### config.mk
export PLATFORM = sky130hd
export DESIGN_NAME = unpool
export DESIGN_NICKNAME = d
export VERILOG_FILES = /design/src/rtl/unpool.sv
export SDC_FILE = /design/constraint.sdc
export NUM_CORES = 1
export LEC_CHECK = 0
export BUFFER_PORTS_ARGS = -buffer_cell sky130_fd_sc_hd__buf_2
export CORE_MARGIN = 1
export CORE_UTILIZATION = 45
export CTS_BUF_LIST = sky130_fd_sc_hd__clkbuf_4 sky130_fd_sc_hd__clkbuf_8
export CTS_CLUSTER_DIAMETER = 120
export CTS_CLUSTER_SIZE = 30
export DETAILED_ROUTE_END_ITERATION = 10
export GPL_TIMING_DRIVEN = 0
export PLACE_DENSITY = 0.74
export SYNTH_ARGS = -nofsm -noshare
export SYNTH_HDL_FRONTEND = slang
export SYNTH_SLANG_ARGS = --single-unit
### constraint.sdc
create_clock -name clk -period 6.3 [get_ports clk]
set_clock_uncertainty 0.05 [all_clocks]
set_input_delay 0 -clock clk [delete_from_list [all_inputs] [get_ports clk]]
set_output_delay 0 -clock clk [all_outputs]
set_load 0.01 [all_outputs]
### src/rtl/unpool.sv
// rtl/unpool.sv - ready/valid burst replicator (nearest-neighbour upsample / max-unpool)
// Define UNPOOL_ZERO_FILL_EN for max-unpool mode: only the first copy of a burst carries the value.
module unpool #(
   parameter int NUM_WIDTH = 16,
   parameter int CNT_WIDTH = 8
) (
   input  logic                 clk,
   input  logic                 rst_n,
   input  logic [CNT_WIDTH-1:0] cfg_repeat,
   input  logic [NUM_WIDTH-1:0] up_data,
   input  logic                 up_valid,
   output logic                 up_ready,
   output logic [NUM_WIDTH-1:0] dn_data,
   output logic                 dn_valid,
   input  logic                 dn_ready,
   output logic                 dn_last,
   output logic                 busy
);

   typedef enum logic {IDLE, EMIT} state_t;

   state_t               state, state_nxt;
   logic [NUM_WIDTH-1:0] hold;
   logic [CNT_WIDTH-1:0] count;
   logic                 up_fire, dn_fire;

   assign up_fire = up_valid & up_ready;
   assign dn_fire = dn_valid & dn_ready;

   // dn_ready -> up_ready is the only combinational path; it enables zero-bubble bursts.
   always_comb begin
      state_nxt = state;
      up_ready  = 1'b0;
      dn_valid  = 1'b0;
      dn_last   = 1'b0;
      busy      = 1'b0;
      case (state)
         IDLE: begin
            up_ready = rst_n;
            if (up_valid) state_nxt = EMIT;
         end
         EMIT: begin
            dn_valid = 1'b1;
            busy     = 1'b1;
            dn_last  = (count == CNT_WIDTH'(1));
            if (count == CNT_WIDTH'(1) && dn_ready) begin
               up_ready = rst_n;
               if (!up_valid) state_nxt = IDLE;
            end
         end
         default: state_nxt = IDLE;
      endcase
   end

   always_ff @(posedge clk or negedge rst_n) begin
      if (!rst_n) begin
         state <= IDLE;
         hold  <= '0;
         count <= '0;
      end else begin
         state <= state_nxt;
         if (up_fire) begin
            hold  <= up_data;
            count <= (cfg_repeat == '0) ? CNT_WIDTH'(1) : cfg_repeat;
         end else if (dn_fire && count != '0) begin
            count <= count - CNT_WIDTH'(1);
         end
      end
   end

`ifdef UNPOOL_ZERO_FILL_EN
   logic first;

   always_ff @(posedge clk or negedge rst_n) begin
      if (!rst_n)       first <= 1'b0;
      else if (up_fire) first <= 1'b1;
      else if (dn_fire) first <= 1'b0;
   end

   assign dn_data = first ? hold : '0;
`else
   assign dn_data = hold;
`endif

endmodule

==> flow_summary.ini, run 1 <==
[layout]
nNetsFinal = 210
final_cells = 209
layout-drive-gt1-share = 0.4302
syn_to_final_growth_pct = 44.16
diodes = 0
post-route-cell-area_um2 = 1838
final_core_util = 0.7159

[setup_path]
worstPathRequired_ns = 6.46
crit_type = reg2reg
slowest_delay_ns = 0.58
cpMaxStageDelayCell = or4_4
crit_path_start_kind = flop
cp_max_fo = 10
crit_chain = or4_4 -> o41ai_2 -> and2b_1 -> buf_6 -> buf_12 -> mux2_2
arrival_ns = 2.52
cp-end-kind = flop
r2r_cells = 6

[yosys]
syn_area_per_cell_um2 = 12.50
ys_ff_latch = 25
postSynthCellCount = 102
syn_area_um2 = 1275
yosysUniqueCellTypes = 34
synthFlopType = dfrtp_1
syn-num-nets = 132
synth_seq_area_share = 0.4907
synthArstFlopShare = 1.000
yosys_warnings = 0
synth_edf_count = 0

[timing]
fmax_ghz = 0.4231
hold_violations = 0
setup_viol = 0
period_share = 0.3751
rsz0062_at_grt = no
maxSlewViolCount = 0
period_needed_ns = 2.363
tightest_slew_ns = 0.5647
setup_tns_ns = 0
maxSlewHeadroom = 0.6235

[floorplan]
core_area_um2 = 2567
io_pins = 48
fp.dieW_um = 55.23
initial_core_util = 0.4966
die_area_um2 = 3050
die_h_um = 55.23
fp-row-count = 18

[routing]
wirelength_mm = 3.112
wire_per_inst_um = 14.89
vias_per_cell = 5.378
drtAntennaViolNets = 0
vias = 1124
firstDrtPassIters = 4
dr.first_iter.drc_count = 18
post-route-drc-count = 0

[pwr]
clockPowerShare = 0.113
p_per_area_nw_per_um2 = 347.4
p_leak_uw = 0.0008870
power_uw = 638.6
switching_share = 0.3711
switchingPower_uw = 237.0
p_seq_frac = 0.444
peakVddDrop_uv = 262.3
intPower_uw = 401.6
comb_power_share = 0.443

[min_path]
hp-class = in2reg
hold_depth = 4

[global_route]
grtUsageTotal = 0.2106
grt-ovfl-total = 0
grt_pass1_vias = 1127
antenna_found_initial = 0
grt_pass1_wl_mm = 5.064
grt_max_degree = 28

[clock_tree]
numCtsBuffers = 3
cts_tree = built
cts_resized = 0
clk_pin_slew_ns = 0.14
cts-root-buf = clkbuf_4
clk_latency_ns = 0.32
clockBufferDepth = 2
cts_max_level = 1
cts_sinks = 25

[outcome]
outcome = completed

[job]
cap_viol_max_count = 0

[placement]
port_buffers = 47
hpwl_mm = 2.036
dp.cells = 179
routabilityCongestion = 0.8325
post_dp_cell_area_um2 = 1548
per-stage QoR:
stage / hold slack (ns) / worst slack (ns)
after CTS: 0.08898 / 3.939
after detailed placement: -0.02866 / 3.967
after floorplan: -0.3456 / 4.121
final: 0.09963 / 3.937
after global placement: -0.02844 / 4.000
after global routing: 0.1141 / 3.858
state kept, by name (all words and copies together), names as in the netlist:
signal / cells
state: 1
count: 8
dn_data: 16
power groups by stage:
stage	combinational [µW]	sequential, µW	clock, µW
final	283	283	72.2
after global routing	307	292	81.4
after CTS	281	281	74.0
after detailed placement	268	284	0
after global placement	256	277	0
after floorplan	157	296	0
repair_timing:
| action | 4_1_cts | 5_1_grt |
|---|---|---|
| buffers inserted | 0 | 0 |
| hold buffers | 26 | 0 |
| endpoints found under the hold margin | 50 | 0 |
| endpoints found under the setup margin | 0 | 0 |
path summary, 6_finish.rpt:
| path | slack [ns] | startpoint | end |
|---|---|---|---|
| max reg2reg | 3.94 | count[5] | count[5] |
| min reg2reg | 0.45 | dn_data[6] | dn_data[6] |
| min in group asynchronous | 0.13 | rst_n | dn_data[12] |
| max in group asynchronous | 5.68 | rst_n | count[4] |
| max | 3.94 | count[5] | count[5] |
| min | 0.1 | dn_ready | state |
cells in the mapped netlist (2+ instances only):
library cell / number / area (µm²)
xnor2_1: 2 / 17.52
mux2_2: 19 / 214.0
ha_1: 2 / 25.02
buf_12: 2 / 40.04
mux2i_1: 3 / 30.03
inv_1: 4 / 15.01
a21oi_1: 3 / 15.01
dfrtp_1: 25 / 625.6
o41ai_1: 2 / 17.52
clkbuf_1: 2 / 7.510
nor2_1: 3 / 11.26
o21ai_0: 3 / 15.01
mux2_1: 3 / 33.78
nand2_1: 4 / 15.01
nor3_1: 5 / 25.02
nor4_1: 2 / 12.51
layer usage:
metal  GRT usage  share of wire  vias up
li1            -              -      524
met5           0              0        -
met1      0.2354           0.38      547
met3     0.03044          0.054        4
met2      0.4045           0.56       49
met4     0.06786          0.010        0
worst max-delay path, delay by kind of cell (launching register included):
family | cells | cell delay (ns)
buffers and inverters | 2 | 0.27
muxes | 1 | 0.33
AOI/OAI and AO/OA | 1 | 0.36
and+or+nand+nor | 2 | 0.77
DFF | 1 | 0.47
area by class of cell:
cell class	instances	area [µm²]
Buffer	6	66.31
Clock buffer	3	22.52
Clock inverter	1	7.507
Fill cell	202	729.5
Inverter	4	15.01
Multi-Input combinational cell	67	568.0
Sequential cell	25	625.6
Tap cell	30	37.54
Timing Repair Buffer	73	495.5
layout by cell type (no fill, tap or decap), drive strengths merged:
cell type	count
buf	51
dlygate4sd3	26
dfrtp	25
mux2	22
nor3	5
clkbuf	5
inv	4
nand2	4
nor2	3
o21ai	3
a21oi	3
mux2i	3
o41ai	3
nor4	2
xnor2	2
ha	2
or4	1
and2	1
or2b	1
and4	1
and2b	1
nand3	1
o221ai	1
a21o	1
nor4bb	1
nor3b	1
or3	1
nand4bb	1
or3b	1
nand4	1
a211oi	1
clkinvlp	1
cells by family after synthesis:
kind of cell             after synthesis  synth area share
adder cells (fa/ha/maj)                2           0.01962
multiplexers                          25            0.2179
XOR/XNOR                               2           0.01374
AND/OR/NAND/NOR                       26            0.1256
flip-flops                            25            0.4907
buffers and inverters                 10           0.06379
AO/OA/AOI/OAI                         12           0.06870
Power figures use the tool's default switching activity.
==> inputs of run 2 (changes only) <==
- clock period: 6.3 -> 2.25 ns (I/O delays scaled with it)
==> run 2 against run 1 <==
Against the previous run:
- utilization grew 1.8 points
- combinational power grew to 3.1 times the previous value
- register-to-register slack lost 3.9 ns
==> flow_summary.ini, run 2 (synthesis results as in run 1) <==
[layout]
syn_to_final_growth_pct = 47.69
largest_register_ffs = 16
final_common_cell = buf_2
multi_input_area_um2 = 579.3
most-common-layout-cells = 47 x buf_2, 26 x dlygate4sd3_1, 22 x dfrtp_1
diodes = 0
final_cells = 213
fillers = 199
register_area_um2 = 629.4
nNetsFinal = 214
layout-drive-gt1-share = 0.4590

[floorplan]
initial_core_util = 0.4966
die_area_um2 = 3050
core_area_um2 = 2567
fp.dieW_um = 55.23
fp-row-count = 18
die_h_um = 55.23
io_pins = 48

[pwr]
p_leak_uw = 0.0009101
peakVddDrop_uv = 739.7
p_per_area_nw_per_um2 = 981.9
power_uw = 1849

[job]
cap_viol_max_count = 0

[clock_tree]
cts_sinks = 25
cts_max_level = 1
cts-root-buf = clkbuf_4
clockBufferDepth = 2
cts_tree = built
numCtsBuffers = 3
clk_pin_slew_ns = 0.15
clk_latency_ns = 0.32

[global_route]
grt_pass1_wl_mm = 5.195
grt_pass1_vias = 1152
grt-ovfl-total = 0
grtUsageTotal = 0.2153
grt_max_degree = 28
antenna_found_initial = 0

[timing]
hold_violations = 0
hold_slack_ns = 0.1300
fmax_ghz = 0.4569
period_needed_ns = 2.189
maxSlewHeadroom = 0.6200
tightest_slew_ns = 0.5700
period_share = 0.9728
setup_viol = 0
maxSlewViolCount = 0

[setup_path]
reg2reg_slack_ns = 0.06
path_delay_family = simple AND/OR/NAND/NOR gates
slowest_delay_ns = 0.57
crit_path_start_kind = flop
cp-end-kind = flop
worstPathRequired_ns = 2.41
cp_max_fo = 10
cpMaxStageDelayCell = or4_4
arrival_ns = 2.35
crit_chain = or4_4 -> o41ai_4 -> and2b_1 -> buf_6 -> buf_12 -> mux2_2
crit_type = reg2reg
cp_num_buf_inv = 2

[routing]
wire_per_inst_um = 15.24
m1WireLength_mm = 1.257
vias = 1136
wl_met3_um = 147
topRoutingLayerUsed = met4
wirelength_mm = 3.246
wl_met2_mm = 1.785
firstDrtPassIters = 4
post-route-drc-count = 0
drtAntennaViolNets = 0
dr.first_iter.drc_count = 38
vias_per_cell = 5.333

[placement]
dp.cells = 179
port_buffers = 47
hpwl_mm = 2.036
routabilityCongestion = 0.8325

[min_path]
hp-class = in2async

[outcome]
outcome = completed
-- run 2: changes by cell type in the layout (fill, tap and decap cells not counted), sizes merged --
cell / previous run / this run
buf: 51 / 55
-- run 2: power breakdown --
group	internal [µW]	leakage (µW)	switching [µW]
clock	67.9	0.0000139	137
combinational	444	0.000589	421
sequential	643	0.000307	136
total	1150	0.000910	694
-- run 2: layout make-up --
cell class | instances | area share
plain buffers | 6 | 0.03522
clock buffers | 3 | 0.01196
clock inverters | 1 | 0.003987
inverters | 4 | 0.007973
multi-input cells | 67 | 0.3076
flip-flops and latches | 25 | 0.3342
well taps | 30 | 0.01993
repair buffers | 77 | 0.2791
-- run 2: metrics by stage --
step	cell area (µm²)	setup TNS, ns	setup slack [ns]	utilization
floorplan	1275	0	0.07068	-
global placement	1548	-0.7227	-0.05026	0.6028
detailed placement	1548	-1.295	-0.08306	0.6028
CTS	1867	0	0.04593	0.7271
global route	1883	-0.009964	-0.003560	0.7334
finish	1883	0	0.06122	0.7334
-- run 2: worst paths after layout --
check                      depth (start not counted)           to  startpoint
max reg2reg                                        6     count[5]    count[5]
min in group clk                                   4        state    dn_ready
max                                                6     count[5]    count[5]
max in group asynchronous                          2     count[4]       rst_n
min                                                2  dn_data[12]       rst_n
min reg2reg                                        1   dn_data[6]  dn_data[6]
-- run 2: timing repair --
| action | 4_1_cts | 5_1_grt |
|---|---|---|
| pin swaps | 1 | 0 |
| cloned | 0 | 0 |
| endpoints found under the setup margin | 17 | 16 |
| gates resized for setup | 3 | 1 |
| setup buffers | 2 | 2 |
| hold endpoints to repair | 50 | 0 |
| hold buffers | 26 | 0 |
-- run 2: routing by layer --
layer,global-route usage,vias up
met2,0.4200,51
met3,0.03044,8
li1,-,534
met1,0.2343,543
met5,0,-
met4,0.07143,0
